==> src/rtl/imm_decode_pipe.sv <==
// Single-stage registered immediate decoder: extracts and extends the immediate from a raw
// instruction word, classifies its format, precomputes pc+imm and counts illegal encodings.
module imm_decode_pipe #(
    parameter int XLEN  = 32,
    parameter int CNT_W = 16
) (
    input  logic             clk,
    input  logic             rst,
    input  logic             in_valid,
    output logic             in_ready,
    input  logic [31:0]      instr,
    input  logic [XLEN-1:0]  pc,
    output logic             out_valid,
    input  logic             out_ready,
    output logic [XLEN-1:0]  imm,
    output logic [2:0]       fmt,
    output logic [XLEN-1:0]  target,
    output logic [XLEN-1:0]  pc_out,
    output logic             illegal,
    output logic [CNT_W-1:0] illegal_cnt,
    input  logic             cnt_clr
);

    localparam logic [2:0] FMT_R     = 3'd0;
    localparam logic [2:0] FMT_I     = 3'd1;
    localparam logic [2:0] FMT_S     = 3'd2;
    localparam logic [2:0] FMT_B     = 3'd3;
    localparam logic [2:0] FMT_U     = 3'd4;
    localparam logic [2:0] FMT_J     = 3'd5;
    localparam logic [2:0] FMT_SHIFT = 3'd6;
    localparam logic [2:0] FMT_ILL   = 3'd7;

    localparam logic [6:0] OP_LOAD   = 7'b0000011;
    localparam logic [6:0] OP_JALR   = 7'b1100111;
    localparam logic [6:0] OP_IMM    = 7'b0010011;
    localparam logic [6:0] OP_IMM32  = 7'b0011011;
    localparam logic [6:0] OP_STORE  = 7'b0100011;
    localparam logic [6:0] OP_BRANCH = 7'b1100011;
    localparam logic [6:0] OP_LUI    = 7'b0110111;
    localparam logic [6:0] OP_AUIPC  = 7'b0010111;
    localparam logic [6:0] OP_JAL    = 7'b1101111;
    localparam logic [6:0] OP_OP     = 7'b0110011;
    localparam logic [6:0] OP_OP32   = 7'b0111011;

    localparam bit RV64 = (XLEN == 64);

    // Widen an already 32-bit sign-extended value to XLEN, replicating bit 31.
    function automatic logic [XLEN-1:0] sext32(input logic [31:0] v);
        logic signed [31:0] s;
        s = v;
        return XLEN'(s);
    endfunction

    logic [XLEN-1:0] dec_imm;
    logic [2:0]      dec_fmt;
    logic            is_shift;
    logic            accept;

    assign is_shift = (instr[14:12] == 3'b001) || (instr[14:12] == 3'b101);

    always_comb begin
        dec_imm = '0;
        dec_fmt = FMT_ILL;
        case (instr[6:0])
            OP_LOAD, OP_JALR: begin
                dec_fmt = FMT_I;
                dec_imm = sext32({{20{instr[31]}}, instr[31:20]});
            end
            OP_IMM: begin
                if (!is_shift) begin
                    dec_fmt = FMT_I;
                    dec_imm = sext32({{20{instr[31]}}, instr[31:20]});
                end else if (RV64) begin
                    dec_fmt = FMT_SHIFT;
                    dec_imm = XLEN'(instr[25:20]);
                end else if (!instr[25]) begin
                    dec_fmt = FMT_SHIFT;
                    dec_imm = XLEN'(instr[24:20]);
                end
            end
            OP_IMM32: begin
                // Word-sized shifts only take a 5-bit shamt even on RV64.
                if (RV64 && !is_shift) begin
                    dec_fmt = FMT_I;
                    dec_imm = sext32({{20{instr[31]}}, instr[31:20]});
                end else if (RV64 && !instr[25]) begin
                    dec_fmt = FMT_SHIFT;
                    dec_imm = XLEN'(instr[24:20]);
                end
            end
            OP_STORE: begin
                dec_fmt = FMT_S;
                dec_imm = sext32({{20{instr[31]}}, instr[31:25], instr[11:7]});
            end
            OP_BRANCH: begin
                dec_fmt = FMT_B;
                dec_imm = sext32({{19{instr[31]}}, instr[31], instr[7], instr[30:25],
                                  instr[11:8], 1'b0});
            end
            OP_LUI, OP_AUIPC: begin
                dec_fmt = FMT_U;
                dec_imm = sext32({instr[31:12], 12'b0});
            end
            OP_JAL: begin
                dec_fmt = FMT_J;
                dec_imm = sext32({{11{instr[31]}}, instr[31], instr[19:12], instr[20],
                                  instr[30:21], 1'b0});
            end
            OP_OP: dec_fmt = FMT_R;
            OP_OP32: begin
                if (RV64) dec_fmt = FMT_R;
            end
            default: ;
        endcase
    end

    // Handshake: a transfer happens on any rising edge where valid && ready are both high.
    // The stage accepts whenever its output slot is empty or being drained this cycle.
    assign in_ready = !out_valid || out_ready;
    assign accept   = in_valid && in_ready;
    assign illegal  = (fmt == FMT_ILL);

    always_ff @(posedge clk or posedge rst) begin
        if (rst) begin
            out_valid <= 1'b0;
            imm       <= '0;
            fmt       <= FMT_R;
            target    <= '0;
            pc_out    <= '0;
        end else if (accept) begin
            out_valid <= 1'b1;
            imm       <= dec_imm;
            fmt       <= dec_fmt;
            target    <= pc + dec_imm;
            pc_out    <= pc;
        end else if (out_ready) begin
            out_valid <= 1'b0;
        end
    end

    always_ff @(posedge clk or posedge rst) begin
        if (rst) begin
            illegal_cnt <= '0;
        end else if (cnt_clr) begin
            illegal_cnt <= '0;
        end else if (accept && (dec_fmt == FMT_ILL) && (illegal_cnt != '1)) begin
            illegal_cnt <= illegal_cnt + CNT_W'(1);
        end
    end

endmodule

==> config.mk <==
export PLATFORM = sky130hd
export DESIGN_NAME = imm_decode_pipe
export DESIGN_NICKNAME = d
export VERILOG_FILES = /design/src/rtl/imm_decode_pipe.sv
export SDC_FILE = /design/constraint.sdc
export NUM_CORES = 1
export LEC_CHECK = 0
export ABC_CLOCK_PERIOD_IN_PS = 6730
export BUFFER_PORTS_ARGS = -buffer_cell sky130_fd_sc_hd__clkbuf_2
export CAP_MARGIN = 30
export CORE_UTILIZATION = 40
export CTS_CLUSTER_DIAMETER = 200
export CTS_CLUSTER_SIZE = 8
export DETAILED_ROUTE_END_ITERATION = 12
export HOLD_SLACK_MARGIN = 0.06
export PLACE_DENSITY = 0.75
export SETUP_SLACK_MARGIN = 0.4
export SLEW_MARGIN = 20
export SYNTH_ARGS = -nofsm -noshare
export SYNTH_HDL_FRONTEND = slang
export SYNTH_SLANG_ARGS = --single-unit
==> constraint.sdc <==
create_clock -name clk -period 6.73 [get_ports clk]
set_clock_uncertainty 0.1 [all_clocks]
set_input_delay 2.019 -clock clk [delete_from_list [all_inputs] [get_ports clk]]
set_output_delay 2.019 -clock clk [all_outputs]
set_load 0.02 [all_outputs]
==> flow_metrics.env <==
export IMPL_pwr_share_comb_pct=18.5
export IMPL_drc=0
export IMPL_pin_count=187
export IMPL_path_class="in -> reg"
export IMPL_setup_viol=0
export IMPL_cp_data_required_time_ps=6910
export IMPL_path_clk_slew_ps=50
export IMPL_tightestPinTransition_ps=780
export IMPL_wire_per_inst_microns=17.1
export IMPL_synth_edf_count=0
export IMPL_post_route_period_util_pct=82.6
export IMPL_grt_max_degree=64
export IMPL_cts_setup_buffers=0
export IMPL_power_frac_seq_pct=37.4
export IMPL_die_y_microns=132
export IMPL_wl_met3_mm=1.04
export IMPL_slew_headroom_pct=48.0
export IMPL_max_cap_violations=0
export IMPL_syn_nets=836
export IMPL_yosysTopAreaCell="dfrtp_1"
export IMPL_hold_violations=0
export IMPL_layout_drive_gt1_share_pct=29.2
export IMPL_area_growth_pct=26.3
export IMPL_async_flop_share_pct=100
export IMPL_switching_share_pct=30.0
export IMPL_grt_pass1_wl_mm=31.3
export IMPL_p_int_uw=1500
export IMPL_finalSetupTns_ps=0
export IMPL_num_nets_final=1016
export IMPL_endpoint_kind="register"
export IMPL_vias=6005
export IMPL_dieArea_sq_um=17300
export IMPL_ys_ff_latch=116
export IMPL_worst_setup_path_start_kind="input port"
export IMPL_max_freq_mhz=180
export IMPL_grt_ovfl_total=0
export IMPL_cts_sinks=116
export IMPL_drt_vias_per_instance=5.24
export IMPL_cts_inserted_buffers=17
export IMPL_grt_pass1_vias=5822
export IMPL_place_ws_ps=808
export IMPL_cts_repair_resized=0
export IMPL_synth_cells=734
export IMPL_synth_area_per_cell_sq_um=9.14
export IMPL_arrival_ps=5730
export IMPL_worstPathMaxFanout=8
export IMPL_antenna_found_initial=3
export IMPL_place_congestion=0.922
export IMPL_outcome="complete, no violations"
export IMPL_cts_root_buf="clkbuf_16"
export IMPL_drt_antenna_violating_nets=0
export IMPL_ys_seq_area_share_pct=43.3
export IMPL_grt_usage_pct=23.3
export IMPL_cts_max_level=4
export IMPL_cts_tree="yes"
export IMPL_clk_latency_ps=430
export IMPL_num_rows=46
export IMPL_wl_met2_mm=9.07
export IMPL_yosysTopAreaCellShare_pct=43.3
export IMPL_final_max_slew_viol_count=0
export IMPL_yosysWarnings=0
export IMPL_start_util_pct=41.6
export IMPL_synth_area_top_cells="dfrtp_1 (43%), nand2_1 (9.5%), ha_1 (6.0%)"
export IMPL_holdCritPathClass="reg -> reg"
export IMPL_p_sw_uw=642
export IMPL_n_fill_cell=1516
export IMPL_die_width_microns=132
export IMPL_pwr_share_clk_pct=44.1
export IMPL_ir_drop_v=0.000171
export IMPL_power_leakage_uw=0.00459
export IMPL_p_per_area_nw_per_um2=252
export IMPL_dp_hpwl_mm=14.8
export IMPL_netlist_area_sq_um=6710
export IMPL_synth_flop_cell="dfrtp_1"
export IMPL_setup_ws_ps=1170
export IMPL_core_area_sq_um=16100
export IMPL_rsz0062_at_grt="no"
export IMPL_drt_initial_drc_count=347
export IMPL_ys_types=70
export IMPL_numPortBuffers=186
export IMPL_wirelength_mm=19.6
export IMPL_drtPass1Iterations=4
export IMPL_fin_crit_ps=5560
export IMPL_cts_hold_fix_buffers=0
export IMPL_top_layer_used="met4"
export IMPL_wl_met1_mm=8.87
export IMPL_clockBufferDepth=2
[worst max-delay path: stages]
cell and delay, ps:
clkbuf_2 100, nand2_1 110, or2_1 330, nor4b_4 440, nor2_1 140, nor2_1 550
a21o_1 170, ha_1 300, nand3_1 160, nor2_1 100, or3_1 350, o22ai_1 180
o21ai_0 220, a41oi_1 320, xor2_1 160, o21ai_0 80
[logic make-up after synthesis]
| kind of cell | share of synthesized area (%) |
|---|---|
| AO/OA/AOI/OAI | 17.6 |
| XOR/XNOR | 5.09 |
| adder cells (fa/ha/maj) | 6.26 |
| buffers and inverters | 2.80 |
| flip-flops | 43.3 |
| multiplexers | 4.36 |
| AND/OR/NAND/NOR | 20.6 |
[path summary, 6_finish.rpt]
path                                  startpoint  slack (ps)  depth (start not counted)                     endpoint
max reg2reg                out_valid$_DFFE_PP0P_        3820                          7  illegal_cnt[14]$_DFFE_PP0P_
min in group asynchronous                    rst        1560                          2   illegal_cnt[5]$_DFFE_PP0P_
max in group asynchronous                    rst        4040                          3        pc_out[2]$_DFFE_PP0P_
min reg2reg                pc_out[6]$_DFFE_PP0P_         370                          2        pc_out[6]$_DFFE_PP0P_
max                                     instr[1]        1170                         16       target[28]$_DFFE_PP0P_
min                        pc_out[6]$_DFFE_PP0P_         370                          2        pc_out[6]$_DFFE_PP0P_
[stage by stage]
stage               cell area, sq um  power [uW]  std cells  hold slack (ps)  util [%]
floorplan                       6710        1060        734              483         -
global placement                7830        1200       1109              358      48.6
detailed placement              7860        1210       1111              364      48.8
CTS                             8470        2150       1143              378      52.6
global route                    8480        2230       1146              393      52.6
finish                          8480        2140       1146              371      52.6
[area by class of cell]
type / instances / area [sq um] / share of cell area, %
Tap cell: 216 / 270 / 3.19
Antenna cell: 3 / 7.51 / 0.0885
Multi-Input combinational cell: 570 / 3630 / 42.8
Timing Repair Buffer: 193 / 993 / 11.7
Inverter: 16 / 62.6 / 0.738
Clock inverter: 12 / 155 / 1.83
Clock buffer: 20 / 457 / 5.39
Sequential cell: 116 / 2900 / 34.2
[routing by layer]
| layer | global-route usage (%) | vias to the layer above |
|---|---|---|
| li1 | - | 2922 |
| met1 | 30.3 | 2826 |
| met2 | 36.7 | 216 |
| met3 | 5.75 | 41 |
| met4 | 10.3 | 0 |
| met5 | 0 | - |
[synthesized netlist by cell type (all sizes together) (4+ instances only)]
master and n:
or3 4, nor3 7, o21ai 47, ha 32, o21bai 8, nand2 169, nand4 10, nor2b 8
o31ai 4, nand2b 7, nand3 20, a21o 34, nor2 41, and2 9, xnor2 11, dfrtp 116
and3 7, nor4 4, xor2 28, a21oi 38, clkbuf 24, buf 8, inv 16, mux2 26
[layout by cell type, fill, tap and decap left out, drive strengths merged, types with 9 or more instances in the layout]
cell type  count
o21ai         47
nand4         10
a21oi         38
xnor2         11
a21o          34
xor2          28
inv           16
clkbuf       206
nand3         20
nor2          41
mux2          26
nand2        169
dfrtp        116
ha            32
and2           9
[power groups by stage]
stage | registers (uW) | logic (uW) | clock network [uW]
after global placement | 811 | 388 | 0
after floorplan | 888 | 167 | 0
after detailed placement | 811 | 396 | 0
after global routing | 808 | 432 | 988
after CTS | 800 | 397 | 956
final | 800 | 395 | 942
[flip-flops by register name (all words and copies together) (netlist names)]
name	flops
pc_out	32
fmt	3
illegal_cnt	16
imm	32
out_valid	1
target	32
(Power assumes the default switching activity.)
